File: src/rtl/iq_pkg.sv
// Shared defaults, entry type and helpers for the multi-lane instruction queue.
package iq_pkg;

    localparam int unsigned IQ_DATA_WIDTH = 32;
    localparam int unsigned IQ_DEPTH      = 8;
    localparam int unsigned IQ_LANES      = 2;
    localparam int unsigned IQ_MAX_LANES  = 4;
    localparam int unsigned IQ_LEAD_W     = 3;

    typedef logic [IQ_DATA_WIDTH-1:0] inst_t;

    // Number of contiguous set bits starting at bit 0; stops at the first clear bit.
    function automatic logic [IQ_LEAD_W-1:0] lead_ones(input logic [IQ_MAX_LANES-1:0] v);
        logic [IQ_LEAD_W-1:0] cnt;
        logic                 run;
        cnt = '0;
        run = 1'b1;
        for (int i = 0; i < int'(IQ_MAX_LANES); i++) begin
            if (run && v[i]) begin
                cnt = cnt + IQ_LEAD_W'(1);
            end else begin
                run = 1'b0;
            end
        end
        return cnt;
    endfunction

endpackage

File: src/rtl/instruction_queue_mw.sv
// Multi-lane instruction queue: up to LANES enqueues and LANES dequeues per cycle,
// circular storage with extra-bit pointers so full and empty are distinct.
module instruction_queue_mw
    import iq_pkg::*;
#(
    parameter int unsigned DATA_WIDTH = IQ_DATA_WIDTH,
    parameter int unsigned DEPTH      = IQ_DEPTH,
    parameter int unsigned LANES      = IQ_LANES
) (
    input  logic                          clk_in,
    input  logic                          rst_in,
    input  logic                          flush_in,
    input  logic [LANES-1:0]              valid_in,
    input  logic [LANES*DATA_WIDTH-1:0]   instruction_in,
    output logic                          ready_out,
    input  logic [$clog2(LANES+1)-1:0]    read_count_in,
    output logic [LANES-1:0]              available_out,
    output logic [LANES*DATA_WIDTH-1:0]   instruction_out,
    output logic [$clog2(DEPTH):0]        count_out
);

    localparam int unsigned IW = $clog2(DEPTH);
    localparam int unsigned PW = IW + 1;

    logic [PW-1:0] wr_ptr;
    logic [PW-1:0] rd_ptr;
    logic [PW-1:0] occ;
    logic [PW-1:0] free_slots;
    logic [PW-1:0] enq_cnt;
    logic [PW-1:0] rd_req;
    logic [PW-1:0] deq_cnt;
    logic          can_enq;

    inst_t mem [DEPTH];

    // Occupancy, enqueue acceptance and clamped dequeue count from registered pointers.
    always_comb begin
        occ        = wr_ptr - rd_ptr;
        free_slots = PW'(DEPTH) - occ;
        can_enq    = (free_slots >= PW'(LANES));
        enq_cnt    = '0;
        if (can_enq) begin
            enq_cnt = PW'(lead_ones(IQ_MAX_LANES'(valid_in)));
        end
        rd_req  = PW'(read_count_in);
        deq_cnt = (rd_req < occ) ? rd_req : occ;
    end

    assign ready_out = can_enq;
    assign count_out = occ;

    // Pointer update: reset beats flush, flush drops everything including same-cycle traffic.
    always_ff @(posedge clk_in) begin
        if (rst_in) begin
            wr_ptr <= '0;
            rd_ptr <= '0;
        end else if (flush_in) begin
            rd_ptr <= wr_ptr;
        end else begin
            wr_ptr <= wr_ptr + enq_cnt;
            rd_ptr <= rd_ptr + deq_cnt;
        end
    end

    // Storage write for the accepted lanes; never cleared by reset or flush.
    always_ff @(posedge clk_in) begin
        if (!rst_in && !flush_in) begin
            for (int k = 0; k < int'(LANES); k++) begin
                if (PW'(k) < enq_cnt) begin
                    mem[IW'(wr_ptr + PW'(k))] <= inst_t'(instruction_in[k*DATA_WIDTH +: DATA_WIDTH]);
                end
            end
        end
    end

    // Head window read: lane i shows entry head+i, wrapping through index 0.
    always_comb begin
        instruction_out = '0;
        available_out   = '0;
        for (int i = 0; i < int'(LANES); i++) begin
            instruction_out[i*DATA_WIDTH +: DATA_WIDTH] = DATA_WIDTH'(mem[IW'(rd_ptr + PW'(i))]);
            available_out[i] = (occ > PW'(i));
        end
    end

endmodule

File: config.mk
export PLATFORM = sky130hd
export DESIGN_NAME = instruction_queue_mw
export DESIGN_NICKNAME = d
export VERILOG_FILES = /design/src/rtl/iq_pkg.sv /design/src/rtl/instruction_queue_mw.sv
export SDC_FILE = /design/constraint.sdc
export NUM_CORES = 1
export LEC_CHECK = 0
export BUFFER_PORTS_ARGS = -buffer_cell sky130_fd_sc_hd__buf_2
export CAP_MARGIN = 20
export CORE_ASPECT_RATIO = 1.4
export CORE_UTILIZATION = 30
export DETAILED_ROUTE_END_ITERATION = 12
export PLACE_DENSITY = 0.51
export SLEW_MARGIN = 20
export SYNTH_ARGS = -nofsm -noshare
export SYNTH_HDL_FRONTEND = slang
export SYNTH_SLANG_ARGS = --single-unit
File: constraint.sdc
create_clock -name clk_in -period 12.6 [get_ports clk_in]
set_input_delay 0.63 -clock clk_in [delete_from_list [all_inputs] [get_ports clk_in]]
set_output_delay 0.63 -clock clk_in [all_outputs]
set_load 0.05 [all_outputs]
# After elaboration in Yosys (flattened, before gate mapping)
# Memories as Yosys holds them, arrays and structs flattened. A register that Yosys moved wholly into a read port is not among the register bits.
# Cells that the tools add are included.
# totals
register_bits	8
latchBits	0
ram_bits	256
romBits	0
elab_cells	35
memories	1
# op_classes
n_addsub	7
multipliers	0
div_mod_pow	0
order_cmp	6
n_eq_ne	0
n_shift	0
n_mux	15
n_bitwise	0
reduce_logical	4
# memory_table
name	depth	width	rd	rd_ports_with_merged_regs	wr	line	text
mem	8	32	2	1	2	instruction_queue_mw.sv:34	inst_t mem [DEPTH];
# op_table
op	count
$mux 3	4
$add 3x1->3 const B	3
$mux 1	9
$gt 4x1->1 const B	2
$mux 4	2
$lt 1x3->1 const A	2
$add 4x3->4	1
$add 4x4->4	1
$ge 4x2->1 const B	1
$lt 2x4->1	1
$sub 4x4->4	1
$sub 4x4->4 const A	1
$logic_and 1x1->1	2
$logic_not 1->1	2

# Logic depth before layout (Yosys ltp)
# logic_depth
ltp_word	11
depth_mapped	18
ltp_nobuf	16

# Least setup slack after synthesis
# Ideal clock, no wire load.
# synth_timing
path_kind	register -> register
start	register rd_ptr[1]
end	memory mem[4][0] (netlist name) (enable)
setup_time_ns	0.432
t_arrival_ns	5.297
slack_ns	6.871
path_stages_with_launch	11
n_path_buf	3
cell_sequence	dfxtp_1 clkbuf_1 buf_1 inv_1 fa_1 xor2_1 nor3_1 xor3_1 and2_1 clkbuf_1 a21oi_1
# synth_lines
item	line	text
start, declared	instruction_queue_mw.sv:26	logic [PW-1:0] rd_ptr;
start signal, assigned	instruction_queue_mw.sv:58	rd_ptr <= wr_ptr;
start signal, assigned	instruction_queue_mw.sv:61	rd_ptr <= rd_ptr + deq_cnt;
end, declared	instruction_queue_mw.sv:34	

# Final worst setup path
# layout_timing
start	register rd_ptr[0]
end	output port ready_out
# layout_between
elab_chain_len	3
# layout_rtl
item	line	text
$sub 4x4->4	instruction_queue_mw.sv:38	occ = wr_ptr - rd_ptr;
$sub 4x4->4	instruction_queue_mw.sv:39	free_slots = PW'(DEPTH) - occ;
$ge 4x2->1	instruction_queue_mw.sv:40	can_enq = (free_slots >= PW'(LANES));
end, declared	instruction_queue_mw.sv:15	output logic ready_out,
# No other way between the ends.

==> results_dict.tcl <==
set metrics [dict create \
    synth_area_um2 15500 \
    relSlewSlack_pct 27.8 \
    dpl.hpwl_um 26200 \
    use_met1_pct 20.4 \
    cts_tree "done" \
    drtAntennaViolNets 0 \
    dieHeight_um 271 \
    cts-buffers-inserted 26 \
    placementRows 98 \
    core_area_um2 51000 \
    drt_iter0_drc 516 \
    antenna_found_initial 6 \
    drive_above_1_share_pct 58.0 \
    slew_viol_final 0 \
    final_cell_area_um2 18000 \
    grt-busiest-layer "met2" \
    start_util_pct 30.3 \
    fin_worst_skew_ps 10.9 \
    post-route-period-util_pct 44.2 \
    path_class "flop to primary output" \
    cap_viol_max_count 0 \
    clk_pin_slew_ps 60 \
    io_buffers 141 \
    dpl_cell_area_um2 17100 \
    post_cts_resized 0 \
    grt_pass1_wl_um 66700 \
    period_needed_ps 5570 \
    num_vias 9250 \
    viasPerCell 5.25 \
    yosysTopAreaCellShare_pct 49.7 \
    cts-htree-levels 1 \
    worstSkewPairLatency_ps 550 \
    worstMarginPinSlew_ps 1080 \
    grt_max_degree 54 \
    critPathRequiredTime_ps 11970 \
    fillers 4894 \
    clock_path_buffers 3 \
    max_freq_ghz 0.180 \
    synth_seq_cells 264 \
    nNetsFinal 1179 \
    path_max_fanout 44 \
    power_uw 4220 \
    synthArstFlopShare_pct 0 \
    clockRootBuffer "clkbuf_16" \
    synthCells 964 \
    vdd_drop_max_uv 130 \
    leakage_uw 0.00590 \
    postCtsHoldBufs 0 \
    place_congestion 0.753 \
    finalHoldViolCount 0 \
    setup_slack_ps 7030 \
    synth_top_cell_by_area "edfxtp_1" \
    avgSynthCellArea_um2 16.0 \
    gr-total-overflow 0 \
    synth_nets 1053 \
    min_path_type "primary input to flop" \
    synth_edf_count 256 \
    synth_area_leaders "edfxtp_1 50%, mux2_2 21%, mux4_2 19%" \
    critical_path_arrival_ps 4940 \
    die_area_um2 52400 \
    io_pins 142 \
    ys_warn_count 0 \
    cp-start-kind "flop" \
    synth.distinct_cells 33 \
    ys_seq_area_share_pct 50.8 \
    final.setup.tns_ps 0 \
    track_usage_pct 17.1 \
    totalWireLength_um 44700 \
    finalSetupViolCount 0 \
    use_met3_pct 2.69 \
    finalCoreUtilization_pct 35.2 \
    cts_setup_buffers 0 \
    outcome "completed" \
    ys.flop_type "edfxtp_1" \
    end_kind "primary output" \
    wl_per_cell_um 25.3 \
    power.density_nw_per_um2 235 \
    drc 0 \
    place_ws_ps 6990 \
    grt_use_met2_pct 32.2 \
    rsz0062_at_grt "false" \
    grt_pass1_vias 9984 \
    syn_to_final_growth_pct 16.2 \
    clock_sinks 264 \
    die_w_um 194 \
    drtPass1Iterations 6 \
]
==> power by group <==
group	total (uW)	internal, uW	switching [uW]
logic	2270	777	1500
registers	1110	1030	82.6
clock network	840	494	346
total	4220	2300	1930
==> Yosys cell counts (2+ instances only) <==
cell type and n:
nor3_1 2, nand3_1 5, buf_1 14, a21o_1 4, dfxtp_1 8, mux2i_1 2
edfxtp_1 256, mux2_2 290, fa_1 3, clkbuf_1 28, xor2_1 2, xnor2_1 7
a21oi_1 21, o21ai_0 2, nand2_1 112, mux4_2 128, nor3b_1 2, buf_4 6
inv_1 9, and2_1 2, buf_2 18, nand2b_1 2, ha_1 15, nor2_1 17
==> layout by cell type, fill, tap and decap left out, types with 5 or more instances in the layout <==
cell	Yosys	layout
mux2_2	290	290
edfxtp_1	256	256
buf_2	18	141
mux4_2	128	128
nand2_1	112	112
clkbuf_16	0	27
buf_4	6	23
nor2_1	17	17
a21oi_4	0	14
ha_1	15	14
inv_1	9	8
xnor2_1	7	7
a21oi_1	21	7
nand3_1	5	5
clkbuf_1	28	5
bufinv_16	0	5
clkinv_2	0	5
dfxtp_1	8	5
==> worst max-delay path, stage by stage (launching register included) <==
cell     delay, ps
dfxtp_4        830
ha_1           270
inv_1           60
fa_1           570
inv_1          120
ha_1           240
xnor2_1        150
nor3b_2        880
and2_1         860
inv_1          140
buf_2          260
==> layout make-up <==
class / count / area [um^2] / area share, %
Sequential cell: 264 / 7860 / 43.7
Multi-Input combinational cell: 625 / 7470 / 41.6
Timing Repair Buffer: 164 / 878 / 4.89
Tap cell: 650 / 813 / 4.53
Clock buffer: 32 / 694 / 3.87
Clock inverter: 16 / 205 / 1.14
Inverter: 9 / 33.8 / 0.188
Antenna cell: 2 / 5.00 / 0.0279
==> final timing paths <==
check / depth (start not counted) / slack (ps) / from / end
setup / recovery: 10 / 7030 / rd_ptr[0] / ready_out
hold / removal: 2 / 400 / rst_in / rd_ptr[0]
setup reg to reg: 15 / 7460 / rd_ptr[0] / wr_ptr[1]
hold reg to reg: 2 / 570 / wr_ptr[3] / wr_ptr[3]
==> layer usage <==
metal	part of all wire, %	wire length [um]	up-vias
met4	1.3	600	10
met5	0.14	64	-
met3	4.3	1910	47
met1	40	18000	4891
li1	-	-	4121
met2	54	24000	181
==> sequential cells by signal, indices dropped and copies added, names as in the netlist <==
signal	count
mem	256
wr_ptr	4
rd_ptr	4
==> logic make-up (layout without fill, tap and decap cells) <==
group                      Yosys count  count (layout)  share of synthesized area (%)
buffers and inverters               75             221                           2.11
xor gates and xnor gates            10              10                          0.664
AOI/OAI and AO/OA                   29              29                           1.03
and+or+nand+nor                    147             147                           3.88
other                                1               3                         0.0243
adders and majority gates           18              18                           1.60
muxes                              420             420                           39.9
DFF                                264             264                           50.8
==> stage by stage <==
step,hold slack (ps),std cells
floorplan,526,964
global placement,550,1712
detailed placement,560,1712
CTS,373,1760
global route,398,1761
finish,399,1762
Power figures use the tool's default switching activity.
